$ cat config.mk
export PLATFORM = sky130hd
export DESIGN_NAME = pcie_rx_credit_return
export DESIGN_NICKNAME = d
export VERILOG_FILES = /design/src/rtl/pcie_rx_credit_return.sv
export SDC_FILE = /design/constraint.sdc
export NUM_CORES = 1
export LEC_CHECK = 0
export CORE_ASPECT_RATIO = 1.75
export CORE_MARGIN = 5
export CORE_UTILIZATION = 55
export DETAILED_ROUTE_END_ITERATION = 6
export PLACE_DENSITY = 0.87
export SYNTH_ARGS = -nofsm -noshare
export SYNTH_HDL_FRONTEND = slang
export SYNTH_SLANG_ARGS = --single-unit
$ cat constraint.sdc
create_clock -name clk_125 -period 4.21 [get_ports clk_125]
set_input_delay 1.0525 -clock clk_125 [delete_from_list [all_inputs] [get_ports clk_125]]
set_output_delay 1.0525 -clock clk_125 [all_outputs]
set_load 0.05 [all_outputs]
$ cat src/rtl/pcie_rx_credit_return.sv
// pcie_rx_credit_return: VC0 receive-side credit manager.
// Snoops the 16-bit RX TLP stream, classifies each TLP from header DW0 and
// returns the consumed header/data credits to the core as one-cycle pulses.
module pcie_rx_credit_return #(
   parameter int unsigned MAX_PD_NUM = 128,
   parameter int unsigned CNT_W      = 16
) (
   input  logic             clk_125,
   input  logic             sys_rst,
   input  logic             rx_st,
   input  logic             rx_end,
   input  logic [15:0]      rx_data,
   output logic             ph_cr,
   output logic             pd_cr,
   output logic             nph_cr,
   output logic             npd_cr,
   output logic [7:0]       pd_num,
   output logic [CNT_W-1:0] p_tlp_cnt,
   output logic [CNT_W-1:0] np_tlp_cnt,
   output logic [CNT_W-1:0] bad_tlp_cnt
);

   localparam logic [8:0] MAX9 = 9'(MAX_PD_NUM);
   localparam logic [7:0] MAX8 = 8'(MAX_PD_NUM);

   typedef enum logic [1:0] {C_IDLE, C_W1, C_BODY, C_DONE} cap_state_t;
   typedef enum logic [1:0] {R_IDLE, R_ISSUE, R_SPLIT} ret_state_t;

   // Credit descriptor handed from capture to return side
   typedef struct packed {
      logic       p;
      logic       np;
      logic       pd;
      logic       npd;
      logic [8:0] cred;
   } desc_t;

   cap_state_t cap_q, cap_nxt;
   ret_state_t ret_q, ret_nxt;

   logic [1:0]  fmt_q;
   logic [4:0]  type_q;
   logic [9:0]  len_q;

   logic        hand_now, src_from_bus, use_bus_len, data_ok, trunc;
   logic        latch_hdr, latch_len, drop_new;
   logic [1:0]  hfmt;
   logic [4:0]  htype;
   logic [9:0]  hlen;
   logic        is_mem, is_msg, is_npw, is_cpl, h_unk;
   logic [10:0] dw, dw3;
   desc_t       h_desc;

   logic        hq_vld;
   desc_t       hq;
   desc_t       cur_q, pend_q;
   logic        pend_vld;
   logic        load_cur, load_from_pend, pend_set, pend_clr, pend_drop;
   logic        over, finishing;
   logic [8:0]  split_rem;
   logic [2:0]  bad_inc;

   // Capture FSM state register
   always_ff @(posedge clk_125) begin
      if (sys_rst) cap_q <= C_IDLE;
      else         cap_q <= cap_nxt;
   end

   // Capture FSM next state, header latching and handoff/abort detection
   always_comb begin
      cap_nxt      = cap_q;
      hand_now     = 1'b0;
      src_from_bus = 1'b0;
      use_bus_len  = 1'b0;
      data_ok      = 1'b0;
      trunc        = 1'b0;
      latch_hdr    = 1'b0;
      latch_len    = 1'b0;
      drop_new     = 1'b0;
      case (cap_q)
         C_IDLE, C_DONE: begin
            cap_nxt = C_IDLE;
            if (rx_st && rx_end) begin
               // Header-only TLP: decode straight from the bus, no data credits
               hand_now     = 1'b1;
               src_from_bus = 1'b1;
               trunc        = 1'b1;
               cap_nxt      = C_DONE;
            end else if (rx_st) begin
               latch_hdr = 1'b1;
               cap_nxt   = C_W1;
            end
         end
         C_W1: begin
            if (rx_st) begin
               // Previous TLP lost before its length word: header credit only
               hand_now = 1'b1;
               trunc    = 1'b1;
               if (rx_end) begin
                  drop_new = 1'b1;
                  cap_nxt  = C_IDLE;
               end else begin
                  latch_hdr = 1'b1;
                  cap_nxt   = C_W1;
               end
            end else begin
               latch_len = 1'b1;
               if (rx_end) begin
                  hand_now    = 1'b1;
                  use_bus_len = 1'b1;
                  data_ok     = 1'b1;
                  cap_nxt     = C_DONE;
               end else begin
                  cap_nxt = C_BODY;
               end
            end
         end
         C_BODY: begin
            if (rx_st) begin
               hand_now = 1'b1;
               trunc    = 1'b1;
               data_ok  = 1'b1;
               if (rx_end) begin
                  // Only one handoff per cycle: a new 1-word TLP here is dropped
                  drop_new = 1'b1;
                  cap_nxt  = C_IDLE;
               end else begin
                  latch_hdr = 1'b1;
                  cap_nxt   = C_W1;
               end
            end else if (rx_end) begin
               hand_now = 1'b1;
               data_ok  = 1'b1;
               cap_nxt  = C_DONE;
            end
         end
         default: cap_nxt = C_IDLE;
      endcase
   end

   // Classify the TLP being handed off and compute its data credits
   always_comb begin
      hfmt   = src_from_bus ? rx_data[14:13] : fmt_q;
      htype  = src_from_bus ? rx_data[12:8]  : type_q;
      hlen   = use_bus_len  ? rx_data[9:0]   : len_q;
      is_mem = (htype == 5'b00000) || (htype == 5'b00001);
      is_msg = (htype[4:3] == 2'b10);
      is_npw = (htype == 5'b00010) || (htype == 5'b00100) || (htype == 5'b00101);
      is_cpl = (htype == 5'b01010) || (htype == 5'b01011);
      h_desc = '0;
      h_unk  = 1'b0;
      if (is_mem && hfmt[1]) begin
         h_desc.p  = 1'b1;
         h_desc.pd = data_ok;
      end else if (is_msg) begin
         h_desc.p  = 1'b1;
         h_desc.pd = hfmt[1] & data_ok;
      end else if (is_mem) begin
         h_desc.np = 1'b1;
      end else if (is_npw) begin
         h_desc.np  = 1'b1;
         h_desc.npd = hfmt[1] & data_ok;
      end else if (!is_cpl) begin
         h_unk = 1'b1;
         if (hfmt[1]) h_desc.p  = 1'b1;
         else         h_desc.np = 1'b1;
      end
      dw          = (hlen == 10'd0) ? 11'd1024 : {1'b0, hlen};
      dw3         = dw + 11'd3;
      h_desc.cred = dw3[10:2];
   end

   // Latched header fields of the TLP under capture
   always_ff @(posedge clk_125) begin
      if (sys_rst) begin
         fmt_q  <= '0;
         type_q <= '0;
         len_q  <= '0;
      end else begin
         if (latch_hdr) begin
            fmt_q  <= rx_data[14:13];
            type_q <= rx_data[12:8];
         end
         if (latch_len) len_q <= rx_data[9:0];
      end
   end

   // Handoff register: completions never reach the return side
   always_ff @(posedge clk_125) begin
      if (sys_rst) begin
         hq_vld <= 1'b0;
         hq     <= '0;
      end else begin
         hq_vld <= hand_now & (h_desc.p | h_desc.np);
         hq     <= h_desc;
      end
   end

   // Return FSM state register, current descriptor and one-entry pending slot
   always_ff @(posedge clk_125) begin
      if (sys_rst) begin
         ret_q    <= R_IDLE;
         cur_q    <= '0;
         pend_q   <= '0;
         pend_vld <= 1'b0;
      end else begin
         ret_q <= ret_nxt;
         if (load_cur) cur_q <= load_from_pend ? pend_q : hq;
         if (pend_set) begin
            pend_vld <= 1'b1;
            pend_q   <= hq;
         end else if (pend_clr) begin
            pend_vld <= 1'b0;
         end
      end
   end

   // Return FSM next state and credit strobes
   always_comb begin
      ret_nxt        = ret_q;
      load_cur       = 1'b0;
      load_from_pend = 1'b0;
      pend_set       = 1'b0;
      pend_clr       = 1'b0;
      pend_drop      = 1'b0;
      ph_cr          = 1'b0;
      pd_cr          = 1'b0;
      nph_cr         = 1'b0;
      npd_cr         = 1'b0;
      pd_num         = '0;
      over           = cur_q.pd && (cur_q.cred > MAX9);
      split_rem      = cur_q.cred - MAX9;
      finishing      = 1'b0;
      case (ret_q)
         R_ISSUE: begin
            ph_cr     = cur_q.p;
            nph_cr    = cur_q.np;
            pd_cr     = cur_q.pd;
            npd_cr    = cur_q.npd;
            if (cur_q.pd) pd_num = over ? MAX8 : cur_q.cred[7:0];
            finishing = !over;
         end
         R_SPLIT: begin
            pd_cr     = 1'b1;
            pd_num    = split_rem[7:0];
            finishing = 1'b1;
         end
         default: ;
      endcase
      // Pending entry is older than a fresh handoff, so it is issued first
      if (ret_q == R_IDLE || finishing) begin
         ret_nxt = R_IDLE;
         if (pend_vld) begin
            load_cur       = 1'b1;
            load_from_pend = 1'b1;
            ret_nxt        = R_ISSUE;
            if (hq_vld) pend_set = 1'b1;
            else        pend_clr = 1'b1;
         end else if (hq_vld) begin
            load_cur = 1'b1;
            ret_nxt  = R_ISSUE;
         end
      end else begin
         ret_nxt = R_SPLIT;
         if (hq_vld) begin
            if (!pend_vld) pend_set  = 1'b1;
            else           pend_drop = 1'b1;
         end
      end
   end

   assign bad_inc = {2'b0, trunc} + {2'b0, hand_now & h_unk} +
                    {2'b0, drop_new} + {2'b0, pend_drop};

   // Statistics counters
   always_ff @(posedge clk_125) begin
      if (sys_rst) begin
         p_tlp_cnt   <= '0;
         np_tlp_cnt  <= '0;
         bad_tlp_cnt <= '0;
      end else begin
         if (ret_q == R_ISSUE && cur_q.p)  p_tlp_cnt  <= p_tlp_cnt + 1'b1;
         if (ret_q == R_ISSUE && cur_q.np) np_tlp_cnt <= np_tlp_cnt + 1'b1;
         bad_tlp_cnt <= bad_tlp_cnt + CNT_W'(bad_inc);
      end
   end

endmodule
After elaboration in Yosys (flattened, before gate mapping)
Cells that the tools add are included.

Add/sub/neg operators: 8. Order comparisons: 1. Equality and inequality tests: 13. Mux-type cells: 76. Bitwise operators: 6. Reduce and logical (&&, ||, !) cells: 20.

Operators by type and width (count): $mux W1 (55); $add A16 B1 Y16 const B (2); $add A16 B3 Y16 (1); $mux W8 (2); $pmux W8 S2 (1); $mux W2 (7); $mux W13 (1); $pmux W1 S2 (6); $add A11 B2 Y11 const B (1); $mux W11 (1); $eq A5 B3 Y1 const B (2); $eq A5 B4 Y1 const B (2); $logic_not A10 Y1 (1); $mux W10 (1); $gt A9 B8 Y1 const B (1); $eq A2 B2 Y1 const B (4); $sub A8 B8 Y8 const B (1); $pmux W2 S3 (1); $reduce_or A2 Y1 (3); $eq A5 B1 Y1 const B (1); $eq A5 B2 Y1 const B (1); $logic_and A1 B1 Y1 (5); $logic_not A5 Y1 (1); $logic_or A1 B1 Y1 (5); 13 further kinds (18).

Flip-flop bits (word level): 110. Output and inout port bits: 60.

Longest topological paths before layout
Word-level depth: 16. Depth in mapped cells: 15. Depth with buffers taken out: 14.

Worst setup path after synthesis
OpenSTA, ideal clock, no wires.

Kind: input to register. Start: input port rx_st. End: register bad_tlp_cnt[10]. Setup time: 71 ps. Arrival: 3641 ps. Setup slack: 498 ps. Stages on the path: 12. Buffers on the path: 2. Path through: ha_1 clkbuf_1 and2_1 buf_2 a21oi_1 fa_1 fa_1 inv_1 fa_1 nand2_1 or3_1 a21oi_1.

Cells in the longest elaborated chain, start to end: 16. Elaborated cells on any way between the ends: 34.

RTL lines: from (decl) (RTL line 10) `input logic rx_st,`; $logic_and A1 B1 Y1 (RTL line 83) `if (rx_st && rx_end) begin`; $mux W1 (RTL line 83); $mux W1 (RTL line 80) `case (cap_q)`; $mux W5 (RTL line 144) `htype = src_from_bus ? rx_data[12:8] : type_q;`; $eq A5 B4 Y1, or another cell as far along (RTL line 149) `is_cpl = (htype == 5'b01010) || (htype == 5'b01011);`; $logic_or A1 B1 Y1, on equally long branches (RTL line 149, 148); $mux W1 / $logic_or A1 B1 Y1 (equally long branches) (RTL line 163, 148); $mux W1 (RTL line 160) `end else if (is_npw) begin`; $mux W1 (RTL line 158) `end else if (is_mem) begin`; $mux W1 (RTL line 155) `end else if (is_msg) begin`; $mux W1 (RTL line 152) `if (is_mem && hfmt[1]) begin`; $and A1 B1 Y1 (RTL line 272) `assign bad_inc = {2'b0, trunc} + {2'b0, hand_now & h_unk} +`; $add A1 B1 Y2 (RTL line 272); $add A2 B1 Y3 * (RTL line 272); $add A3 B1 Y3 * (RTL line 273) `{2'b0, drop_new} + {2'b0, pend_drop};`; $add A16 B3 Y16 * (RTL line 284) `bad_tlp_cnt <= bad_tlp_cnt + CNT_W'(bad_inc);`; to (signal assigned) (RTL line 284); to (decl) (RTL line 20) `output logic [CNT_W-1:0] bad_tlp_cnt`.

Mark *: on every way between the ends. The rest lies on a longest branch, timed or not. A chain may end at the register's enable or synchronous reset.

Final worst setup path
Start: register cur_q[0] in the netlist's numbering. End: output port pd_num[0].

Cells in the longest elaborated chain, start to end: 5. Elaborated cells on any way between the ends: 6.

RTL lines: from (decl) (RTL line 56) `desc_t cur_q, pend_q;`; from (signal assigned) (RTL line 208) `if (load_cur) cur_q <= load_from_pend ? pend_q : hq;`; $gt A9 B8 Y1 (RTL line 231) `over = cur_q.pd && (cur_q.cred > MAX9);`; $logic_and A1 B1 Y1 (RTL line 231); $mux W8 (2 in a row) (RTL line 240) `if (cur_q.pd) pd_num = over ? MAX8 : cur_q.cred[7:0];`; $pmux W8 S2 * (RTL line 234) `case (ret_q)`; to (decl) (RTL line 17) `output logic [7:0] pd_num,`.

Marks and branches as above.

==> flow_metrics.tcl <==
set metrics [dict create \
    status "finished clean" \
    final_common_cell "dfxtp_1" \
    synthCells 621 \
    gp_congestion 0.8725 \
    synth_nets 656 \
    required_ns 3.16 \
    via_count 4609 \
    nFillCells 747 \
    holdWs_ns 0.4532 \
    clock-root-buffer "clkbuf_16" \
    fp-row-count 48 \
    antenna_cells 0 \
    antenna_found_initial 0 \
    critPathLaunchType "register" \
    drtIter0Drc 240 \
    die_w_um 85.33 \
    synth_cell_types 62 \
    h-tree-depth 3 \
    critPathMaxFanout 7 \
    p_leak_nw 2.428 \
    critical_path_class "reg -> out" \
    cp.arrival_ns 2.85 \
    antenna_left 0 \
    dp_hpwl_um 8832 \
    start_util 0.5579 \
    yosysSeqAreaShare 0.3995 \
    dieArea_sq_mm 0.01210 \
    setup_viol 0 \
    final_cell_mix "109 x dfxtp_1, 95 x nor2_1, 76 x clkdlybuf4s50_1, 49 x nand2_1, 27 x mux2i_1" \
    cts_tree "done" \
    min_path_type "reg -> reg" \
    io_pins 80 \
    finalNonFillerCells 818 \
    gr-total-overflow 0 \
    drcViolationCount 0 \
    portBuffers 77 \
    finalHoldViolCount 0 \
    grt_pass1_vias 4532 \
    core_region_area_sq_mm 0.009789 \
    syn-cell-area_sq_mm 0.005461 \
    clkLatencyLatePin_ns 0.34 \
    cts_hold_buf 0 \
    ctsResizeCount 0 \
    synth_warnings 0 \
    period_needed_ns 3.901 \
    fin_crit_sh 0.9265 \
    peakVddDrop_mv 0.2554 \
    drive_above_1_share 0.07215 \
    dp_cells 802 \
    postLayoutCellArea_sq_mm 0.006609 \
    synthArstFlopShare 0 \
    max_slew_margin 0.3304 \
    drv_cap 0 \
    skew_ns 0.003254 \
    path_clk_slew_ns 0.07 \
    power.density_mw_per_mm2 367.7 \
    synth-edff-count 0 \
    wl_um 11960 \
    layout.nets 723 \
    max_freq_mhz 256.4 \
    dpl_worst_slack_ns -0.01309 \
    vias_per_cell 5.634 \
    drtPass1Iterations 4 \
    drv_slew 0 \
    ys.flop_type "dfxtp_1" \
    postCtsSetupRepairBufs 0 \
    postPlaceCellArea_sq_mm 0.006297 \
    wl_per_cell_um 14.62 \
    cts_buffers 9 \
    clkSinkCount 109 \
    cts.path.max_buffers 2 \
    end_kind "output pin" \
    gr-usage-all-layers 0.2008 \
    setup_slack_ns 0.3093 \
    postSynthRegisterBits 109 \
    avgSynthCellArea_sq_um 8.795 \
    rsz0062_at_grt "false" \
    grt_max_degree 110 \
    syn_to_final_growth_pct 21.01 \
    grt_pass1_wl_um 20230 \
    die_h_um 141.8 \
    tightest_slew_ns 1.004 \
]
==> kinds of logic (layout without fill, tap and decap cells) <==
kind of cell / count (synthesis) / after routing / synth area share
buf+inv: 48 / 120 / 0.04101
fa+ha+maj: 16 / 16 / 0.04032
mux: 29 / 29 / 0.05361
compound gates: 89 / 89 / 0.1256
flops: 109 / 109 / 0.3995
xor+xnor: 37 / 37 / 0.05934
simple gates: 293 / 293 / 0.2806
==> power breakdown <==
part	leakage, nW	switching, mW	internal [mW]
logic	1.39	0.272	0.179
registers	0.882	0.0399	1.08
clock network	0.158	0.354	0.507
==> registers in the layout, summed over array words and instances, names as in the netlist, 5 cells and up <==
register / cells
bad_tlp_cnt: 16
cur_q: 13
hq: 13
len_q: 10
np_tlp_cnt: 16
p_tlp_cnt: 16
pend_q: 13
type_q: 5
==> cell usage after synthesis, types with 3 or more instances <==
library cell | number | area (sq um)
nor2_1 | 95 | 356.6
nand4_1 | 12 | 75.07
xnor2_1 | 14 | 122.6
and4_1 | 8 | 70.07
ha_1 | 12 | 150.1
o211ai_1 | 4 | 30.03
a31oi_1 | 5 | 31.28
o21a_1 | 3 | 22.52
nand3_1 | 13 | 65.06
fa_1 | 3 | 60.06
a211oi_1 | 3 | 22.52
or3_1 | 10 | 62.56
nand2b_1 | 9 | 56.30
buf_2 | 6 | 30.03
nand2_1 | 49 | 183.9
clkbuf_1 | 17 | 63.81
nor3_1 | 20 | 100.1
and3_1 | 11 | 68.82
mux2i_1 | 27 | 270.3
o41ai_1 | 3 | 26.28
a21oi_1 | 23 | 115.1
o41ai_2 | 10 | 162.7
o21ai_0 | 18 | 90.09
inv_1 | 18 | 67.56
xor2_1 | 23 | 201.4
or2b_1 | 20 | 150.1
a21boi_0 | 5 | 37.54
buf_1 | 3 | 11.26
dfxtp_1 | 109 | 2182
and2_1 | 6 | 37.54
nand3b_1 | 13 | 97.59
nor3b_1 | 3 | 22.52
nor2b_1 | 8 | 50.05
==> cell type report <==
class	count	area, sq um	share of cell area
repair buffers	86	835.8	0.1265
clock inverters	4	45.04	0.006816
multi-input cells	464	3055	0.4623
inverters	18	67.56	0.01022
well taps	125	156.4	0.02367
flip-flops and latches	109	2182	0.3302
clock buffers	12	266.5	0.04033
==> metrics by stage <==
stage	utilization	total power [mW]	TNS, ns
2_1_floorplan	-	1.470	0
3_3_place_gp	0.6433	1.566	0
3_5_place_dp	0.6433	1.586	-0.03708
4_1_cts	0.6751	2.448	0
5_1_grt	0.6751	2.551	0
6_report	0.6751	2.430	0
==> final timing paths <==
kind | from | end | slack [ns] | cells after the start
worst max register to register | cur_q[0]$_SDFFE_PP0P_ | bad_tlp_cnt[12]$_SDFF_PP0_ | 0.75 | 12
worst min register to register | len_q[8]$_SDFFE_PP0P_ | len_q[8]$_SDFFE_PP0P_ | 0.45 | 2
worst max-delay path | cur_q[0]$_SDFFE_PP0P_ | pd_num[0] | 0.31 | 4
worst min-delay path | len_q[8]$_SDFFE_PP0P_ | len_q[8]$_SDFFE_PP0P_ | 0.45 | 2
==> worst max-delay path: stages, from the launching register on <==
cell and delay (ns):
dfxtp_1 0.33, or4_4 0.56, o21ai_0 0.52, and3_2 0.29
clkdlybuf4s50_1 0.80
==> layer usage <==
metal | track usage | routed length [um]
met1 | 0.2146 | 4712
met2 | 0.3807 | 6591
met3 | 0.03312 | 417
met4 | 0.08257 | 235
met5 | 0 | 0
Note: power is estimated with default switching activity, not from simulation.
